===== config.mk =====
export PLATFORM = sky130hd
export DESIGN_NAME = mdu_sequencer
export DESIGN_NICKNAME = d
export VERILOG_FILES = /design/src/rtl/mdu_sequencer.sv
export SDC_FILE = /design/constraint.sdc
export NUM_CORES = 1
export LEC_CHECK = 0
export CAP_MARGIN = 20
export CORE_MARGIN = 2
export CORE_UTILIZATION = 48
export CTS_CLUSTER_SIZE = 16
export DETAILED_ROUTE_END_ITERATION = 7
export PLACE_DENSITY = 0.7
export SLEW_MARGIN = 20
export SYNTH_ARGS = -nofsm -noshare
export SYNTH_HDL_FRONTEND = slang
export SYNTH_SLANG_ARGS = --single-unit

===== constraint.sdc =====
create_clock -name clk -period 5 [get_ports clk]
set_input_delay 1 -clock clk [delete_from_list [all_inputs] [get_ports clk]]
set_output_delay 1 -clock clk [all_outputs]
set_load 0.01 [all_outputs]

===== src/rtl/mdu_sequencer.sv =====
// mdu_sequencer: iterative RV32M multiply/divide sequencer with pipeline stall and done pulse.
// Define MDU_DIV_EN to build the divider; otherwise divide ops finish at once and are flagged illegal.
module mdu_sequencer #(
    parameter int XLEN = 32
) (
    input  logic            clk,
    input  logic            rst,
    input  logic            start,
    input  logic [2:0]      funct3,
    input  logic [XLEN-1:0] rs1_val,
    input  logic [XLEN-1:0] rs2_val,
    input  logic            flush,
    output logic            busy,
    output logic            done,
    output logic [XLEN-1:0] result,
    output logic            illegal
);
    localparam logic [2:0] S_IDLE = 3'd0;
    localparam logic [2:0] S_MUL  = 3'd1;
    localparam logic [2:0] S_DIV  = 3'd2;
    localparam logic [2:0] S_FIX  = 3'd3;
    localparam logic [2:0] S_DONE = 3'd4;

    logic [2:0]  state_q, state_d;
    logic [2:0]  op_q, op_d;
    logic [31:0] a_q, a_d, b_q, b_d;
    logic [63:0] acc_q, acc_d;
    logic [5:0]  cnt_q, cnt_d;
    logic        sa_q, sa_d, sb_q, sb_d;
    logic [31:0] res_q, res_d;
    logic        ill_q, ill_d;
    logic        s1, s2, accept;
    logic [63:0] prod;
    logic [31:0] mul_res, fix_res;

    assign prod    = (sa_q ^ sb_q) ? -acc_q : acc_q;
    assign mul_res = (op_q[1:0] == 2'b00) ? prod[31:0] : prod[63:32];

`ifdef MDU_DIV_EN
    logic [32:0] r_sh, diff;
    logic [31:0] quo, rem;
    // acc holds {remainder, quotient}; dividend bits are consumed MSB first
    assign r_sh    = {acc_q[63:32], a_q[5'd31 - cnt_q[4:0]]};
    assign diff    = r_sh - {1'b0, b_q};
    assign quo     = (sa_q ^ sb_q) ? -acc_q[31:0] : acc_q[31:0];
    assign rem     = sa_q ? -acc_q[63:32] : acc_q[63:32];
    assign fix_res = op_q[2] ? (op_q[1] ? rem : quo) : mul_res;
`else
    assign fix_res = op_q[2] ? 32'd0 : mul_res;
`endif

    always_comb begin
        s1      = (funct3 == 3'b001) || (funct3 == 3'b010) || (funct3 == 3'b100) || (funct3 == 3'b110);
        s2      = (funct3 == 3'b001) || (funct3 == 3'b100) || (funct3 == 3'b110);
        accept  = start && (state_q == S_IDLE || state_q == S_DONE);
        state_d = state_q;
        op_d    = op_q;
        a_d     = a_q;
        b_d     = b_q;
        acc_d   = acc_q;
        cnt_d   = cnt_q;
        sa_d    = sa_q;
        sb_d    = sb_q;
        res_d   = res_q;
        ill_d   = ill_q;
        if (flush) begin
            state_d = S_IDLE;
        end else if (accept) begin
            op_d    = funct3;
            sa_d    = s1 && rs1_val[31];
            sb_d    = s2 && rs2_val[31];
            a_d     = sa_d ? -rs1_val : rs1_val;
            b_d     = sb_d ? -rs2_val : rs2_val;
            acc_d   = '0;
            cnt_d   = '0;
            ill_d   = 1'b0;
            state_d = funct3[2] ? S_DIV : S_MUL;
`ifdef MDU_DIV_EN
            if (funct3[2] && rs2_val == '0) begin
                state_d = S_DONE;
                res_d   = funct3[1] ? rs1_val : '1;
            end else if (funct3[2] && !funct3[0] && rs1_val == 32'h8000_0000 && rs2_val == '1) begin
                state_d = S_DONE;
                res_d   = funct3[1] ? 32'd0 : 32'h8000_0000;
            end
`else
            if (funct3[2]) begin
                state_d = S_DONE;
                res_d   = '0;
                ill_d   = 1'b1;
            end
`endif
        end else if (state_q == S_MUL) begin
            state_d = (cnt_q == 6'd32) ? S_FIX : S_MUL;
            acc_d   = (cnt_q != 6'd32 && b_q[cnt_q[4:0]]) ? acc_q + ({32'd0, a_q} << cnt_q[4:0]) : acc_q;
            cnt_d   = (cnt_q == 6'd32) ? cnt_q : cnt_q + 6'd1;
`ifdef MDU_DIV_EN
        end else if (state_q == S_DIV) begin
            state_d = (cnt_q == 6'd32) ? S_FIX : S_DIV;
            acc_d   = (cnt_q == 6'd32) ? acc_q :
                      {diff[32] ? r_sh[31:0] : diff[31:0], acc_q[30:0], ~diff[32]};
            cnt_d   = (cnt_q == 6'd32) ? cnt_q : cnt_q + 6'd1;
`endif
        end else if (state_q == S_FIX) begin
            res_d   = fix_res;
            state_d = S_DONE;
        end else if (state_q == S_DONE) begin
            state_d = S_IDLE;
        end
    end

    always_ff @(posedge clk) begin
        if (rst) begin
            state_q <= S_IDLE;
            op_q    <= '0;
            a_q     <= '0;
            b_q     <= '0;
            acc_q   <= '0;
            cnt_q   <= '0;
            sa_q    <= 1'b0;
            sb_q    <= 1'b0;
            res_q   <= '0;
            ill_q   <= 1'b0;
        end else begin
            state_q <= state_d;
            op_q    <= op_d;
            a_q     <= a_d;
            b_q     <= b_d;
            acc_q   <= acc_d;
            cnt_q   <= cnt_d;
            sa_q    <= sa_d;
            sb_q    <= sb_d;
            res_q   <= res_d;
            ill_q   <= ill_d;
        end
    end

    assign busy    = (state_q == S_MUL) || (state_q == S_DIV) || (state_q == S_FIX);
    assign done    = (state_q == S_DONE);
    assign result  = res_q;
    assign illegal = done && ill_q;
endmodule


## Word-level counts from Yosys, hierarchy flattened

Cells that the tools add are included.

| word-level totals | value |
|---|---|
| flip-flop bits (word level) | 175 |
| latch bits | 0 |
| memory bits (writable) | 0 |
| memory bits (read-only) | 0 |
| logic and storage cells | 80 |
| memories kept | 0 |

| operators by class | value |
|---|---|
| add/sub/neg operators | 5 |
| multiply operators | 0 |
| div/mod/pow operators | 0 |
| $lt $le $gt $ge | 1 |
| equality and inequality tests | 13 |
| shift operators | 1 |
| multiplexer cells | 24 |
| bitwise logic cells | 2 |
| reductions and logical operators | 24 |

Operators by type and width:

| operator | count |
|---|---|
| 32-bit 2-to-1 mux | 8 |
| 64-bit 2-to-1 mux | 4 |
| 64-bit adder | 1 |
| 32-bit negation | 2 |
| 64-bit negation | 1 |
| 32-bit by 5-bit left shift with 64-bit output | 1 |
| 6-bit 2-to-1 mux | 3 |
| 3-bit 2-to-1 mux | 5 |
| 3-bit by 2-bit equality test with 1-bit output (second input constant) | 3 |
| 3-bit equality test (second input constant) | 3 |
| 1-bit logical OR | 8 |
| 6-bit by 1-bit adder with 6-bit output (second input constant) | 1 |
| 3-bit by 1-bit equality test with 1-bit output (second input constant) | 2 |
| 6-bit equality test (second input constant) | 1 |
| 5-bit by 6-bit less-than comparator with 1-bit output (second input constant) | 1 |
| 2-bit inequality test (second input constant) | 3 |
| 6-bit inequality test (second input constant) | 1 |
| 3-bit AND reduction | 2 |
| 2-bit nonzero test | 3 |
| 1-bit binary-select mux with 5-bit select | 1 |
| 1-bit logical AND | 5 |
| 4-bit AND reduction | 1 |
| 4-bit nonzero test | 1 |
| 3-bit logical NOT | 1 |
| 7 further kinds | 8 |

## Logic depth before layout (Yosys ltp)

| depth | value |
|---|---|
| depth in word-level cells | 7 |
| mapped depth | 22 |
| gate-level depth less buffers | 19 |

## Least setup slack after synthesis

Ideal clock, no wire load.

| timing | value |
|---|---|
| path kind | register to register |
| start | register cnt_q[0] |
| end | register acc_q[54] |
| setup time | 0.117 ns |
| arrival | 4.892 ns |
| data required time | 4.883 ns |
| setup slack | -0.009 ns |
| cell stages (with the launch flop) | 20 |
| buffers on the path | 4 |
| clock period less this slack | 5.009 ns |
| cell sequence | dfxtp_1 > clkbuf_1 > buf_2 > buf_1 > mux4_2 > mux2_2 > o21ai_0 > o22ai_1 > ha_1 > clkbuf_1 > nand4_1 > or3_1 > nor4_1 > a211o_1 > nor3_1 > a21boi_0 > o21ai_0 > o211ai_1 > xor2_1 > a22o_1 |

| between the ends | value |
|---|---|
| longest elaborated chain between the ends | 5 |
| elaborated cells on any way between the ends | 11 |

Ends and longest elaborated chain:

| element | RTL line | RTL |
|---|---|---|
| from (decl) | 28 | `logic [5:0] cnt_q, cnt_d;` |
| from (signal assigned) | 130 | `cnt_q <= cnt_d;` |
| 32-bit by 5-bit left shift with 64-bit output / 1-bit binary-select mux with 5-bit select (equally long branches) | 95 | `acc_d = (cnt_q != 6'd32 && b_q[cnt_q[4:0]]) ? acc_q + ({32'd0, a_q} << cnt_q[4:0]) : acc_q;` |
| 64-bit adder / 1-bit 2-to-1 mux (equally long branches) | 95 |  |
| 64-bit 2-to-1 mux / 1-bit logical AND (equally long branches) | 95 |  |
| 64-bit 2-to-1 mux / 2-bit nonzero test (equally long branches) | n/a |  |
| 64-bit 2-to-1 mux / 3-bit AND reduction (equally long branches) | n/a |  |
| to (signal assigned) | 118 | `acc_q <= '0;` |
| to (signal assigned) | 129 | `acc_q <= acc_d;` |
| to (decl) | 27 | `logic [63:0] acc_q, acc_d;` |

Several ways; a longest one is shown, not always the timed one. The select of a mux whose other input is x is not followed.
A chain may end at the register's enable or synchronous reset.

## Worst setup path in the final report

| timing | value |
|---|---|
| start | register cnt_q[0] |
| end | register acc_q[59] |

Same word-level chain as after synthesis.

==> summary.md <==
Port buffering added 105 buffers. The run gives 0 as the number of routed nets with antenna violations. After routing the design area is 16800 um^2.

Counting the buffers created by CTS gives 17. The die is 178.5 um wide. The floorplan has 63 rows. Sorting the synthesized cells by area gives the leading types as dfxtp_1 24%, a21oi_1 6.7%, ha_1 5.8%.

Routability-driven placement finished with a final weighted congestion of 1.030. Setup violations remaining at the end of the flow were counted as 0. TritonCTS built the clock tree. The area overhead of the layout relative to synthesis is 14.92%, and the number of maximum-capacitance violations is 0. Timing would allow up to 0.2091 GHz. The count of unresolved DRC violations after routing came out at 0.

The netlist area before placement is 14620 um^2. After detailed routing, the average wire length per cell comes to 20.81 um. The number of synthesized flops with an enable pin was 0. Among all flip-flop cells after synthesis, the most frequent one is dfxtp_1. The region available for standard cell placement spans 29800 um^2.

Timing analysis after detailed placement gives a worst setup slack of -0.3240 ns. The biggest area contributor in the post-synthesis netlist is dfxtp_1. The element type at the critical path start is a flop. The repair_antennas step left the layout with diodes totalling 0. The worst endpoint data arrival time is 5.19 ns, and the synthesized-area fraction occupied by and/or/nand/nor cells is 0.1979. The worst path in the final design needs a cycle of 4.782 ns, including I/O delays and setup. The average size of a mapped cell came out at 7.792 um^2.

The run finished with clean final reports. The net count of the mapped netlist was 2016. The adder-cell area share of the yosys netlist is 0.05957, and the number of antenna violations at the first check in global routing is 0. The run gives 0.2383 as the part of the Yosys area used for sequential elements.

The net count of the finished layout is 2078. The remaining max-slew budget at the tightest pin is 0.2943, and the largest net degree at the start of global routing is 92. The flop-to-flop setup slack is 0.22 ns, and the wire length of the first global-routing pass is 76090 um. The initial core utilization is 0.4906. The compound-cell area share of the yosys netlist was 0.2475; the total number of clock tree sinks was 174.

The run gives 0.3075 as the total track usage. Detailed placement finished with a half-perimeter wire length of 39040 um. The logs give 0 for the number of endpoints with negative hold slack in the final report and 0.5638 for the core occupancy in the finished layout. Dividing the detail-routed via count by the number of cells gives 6.191. For the maximum VDD drop, the log shows 258.6 uV. The worst setup path category is flop to flop. The portion of the clock cycle consumed by the worst path in the final layout works out to 0.9565. During I/O placement, the number of pins put on the boundary was 106.

Largest family of logic cells by synthesized area: compound AO/OA/AOI/OAI gates. The clock-pin slew reported for the worst setup and hold paths after clock tree synthesis is 0.08 ns. On the final layout, the worst clock skew is 0.01630 ns. The floorplan step defined a die boundary enclosing 31870 um^2. The number of pins with negative max-slew slack in the final report was 0; the critical-path maximum fanout was 14.

The area share of xor/xnor cells in the synthesized design is 0.1067, and the area used by multi-input combinational logic is 10610 um^2. Setup repair after global routing left no endpoint under its margin. The tools report the total wire length as 48710 um.

Synthesis inferred 174 register bits. Summing all flip-flop and latch instances after layout gives 3491 um^2. The netlist uses 82 different library cells.

The first routing iteration left 1436 violations. The cell count after synthesis was 1876; the height of the die was 178.5 um. The maximum count of clock buffers along a single path was 2.

STA classifies the critical path endpoint as a flop. The required time at the endpoint of the critical path is 5.41 ns. The proportion of register bits with asynchronous set or reset after synthesis is 0, and the first-pass iteration count of the detailed router is 6. The routed layout has 14490 vias.

After routing, the total negative slack on setup checks comes to 0 ns. Across all setup checks in the final design, the least slack found is 0.2175 ns. The later pin in the worst-skew pair is clocked with a latency of 0.46 ns.

The Yosys step of the flow raised 0 warnings. The share of the synthesized area in the top cell type came out at 0.2383. Once the clock tree was built, the setup fixing pass inserted 0 buffers. After global routing the overflow that remains totals 0. The share of synthesized area spent on multiplexers came out at 0.1086. The proportion of layout cells with a drive suffix above 1 was 0.09790.

In this run the number of H-tree levels came out at 4. For the pin with the worst max-slew slack, the measured transition is 1.056 ns. Clock tree root driver cell: clkbuf_16. In this run the static leakage power is 6.434 nW.

Placed cell area: 16190 um^2. Dividing total power by cell area gives a power density of 216.0 nW/um^2. The worst hold path belongs to the class flop to flop. The filler cells instantiated in the layout total 2800. The run gives 13730 as the via count of the first global-routing pass.
==> flip-flops by register name, summed over array words and instances (netlist names) <==
name     flops
op_q         3
acc_q       64
b_q         32
state_q      3
a_q         32
sb_q         1
cnt_q        6
sa_q         1
result      32
==> final cells by class <==
type / count / area share
clock buffers: 18 / 0.02555
multi-input cells: 1545 / 0.6314
inverters: 39 / 0.008714
flip-flops and latches: 174 / 0.2078
repair buffers: 161 / 0.08878
clock inverters: 14 / 0.008714
well taps: 390 / 0.02905
==> critical path, cell delays in order (launching register included) <==
cell and delay, ns:
dfxtp_2 0.37, buf_4 0.26, mux4_2 0.54, mux2i_1 0.25
mux2_2 0.26, o22ai_1 0.11, ha_1 0.37, a21o_1 0.23
a21o_1 0.18, a221oi_1 0.39, o21bai_1 0.16, a211o_1 0.35
o21ba_2 0.22, o21bai_1 0.17, a21boi_0 0.21, or4_1 0.56
nand3_1 0.09
==> timing repair <==
item	4_1_cts	5_1_grt
resized for setup	3	9
hold buffers	0	0
setup endpoints to repair	4	13
==> cells in the mapped netlist, drive strengths merged, types with 12 or more instances <==
master  count
a31oi      16
xnor2      84
nand2     144
nor2b      13
o21bai     12
inv        37
mux4       34
xor2       94
nor2      222
nand4      19
o22ai      17
o31ai      22
a211oi     39
a21o       31
nor3       52
and3       13
dfxtp     174
clkbuf     95
ha         68
a22o       29
o21ai     132
nand3      34
mux2i      54
or4        14
nand2b     19
buf        23
nor4       21
a21oi     197
or3        26
mux2       25
==> power by group <==
group / switching [mW] / internal (mW) / leakage (nW) / total, mW
combinational: 0.463 / 0.335 / 4.74 / 0.798
clock: 0.639 / 0.704 / 0.276 / 1.34
sequential: 0.0540 / 1.43 / 1.42 / 1.49
==> cells by family (layout without fill, tap and decap cells) <==
group,after synthesis,count (layout)
AND/OR/NAND/NOR,609,609
AO/OA/AOI/OAI,576,576
XOR/XNOR,178,178
flip-flops,174,174
buffers and inverters,157,232
adder cells (fa/ha/maj),69,69
multiplexers,113,113
==> metrics by stage <==
step / std cells / hold slack, ns / total power [mW]
6_report: 2341 / 0.4409 / 3.629
3_5_place_dp: 2309 / 0.4331 / 2.304
4_1_cts: 2341 / 0.4439 / 3.638
5_1_grt: 2341 / 0.4770 / 3.769
3_3_place_gp: 2309 / 0.4348 / 2.293
2_1_floorplan: 1876 / 0.4199 / 2.028
==> per-layer routing <==
metal	part of all wire	global-route usage	up-vias
met1	0.44	0.4041	6825
met4	0.040	0.1321	0
met2	0.46	0.5013	552
met5	0	0	-
met3	0.065	0.04582	97
li1	-	-	7020
==> cells in the final DEF (no fill, tap or decap), drive strengths merged, types with 17 or more instances in the layout <==
cell | synthesis | routed
mux4 | 34 | 34
nand2b | 19 | 19
nor3 | 52 | 52
o22ai | 17 | 17
a21oi | 197 | 197
nand4 | 19 | 19
a211oi | 39 | 39
inv | 37 | 45
o21ai | 132 | 132
nor4 | 21 | 21
dfxtp | 174 | 174
clkbuf | 95 | 18
clkdlybuf4s50 | 0 | 104
nor2 | 222 | 222
nand2 | 144 | 144
buf | 23 | 57
mux2 | 25 | 25
xor2 | 94 | 94
a21o | 31 | 31
o31ai | 22 | 22
xnor2 | 84 | 84
ha | 68 | 68
a22o | 29 | 29
or3 | 26 | 26
mux2i | 54 | 54
nand3 | 34 | 34
==> final timing paths <==
check	depth (start not counted)	startpoint	end
worst max-delay path	16	cnt_q[0]	acc_q[59]
worst min-delay path	2	result[30]	result[30]
worst max register to register	16	cnt_q[0]	acc_q[59]
worst min register to register	2	result[30]	result[30]
No activity file was read; power rests on OpenSTA's default activity.
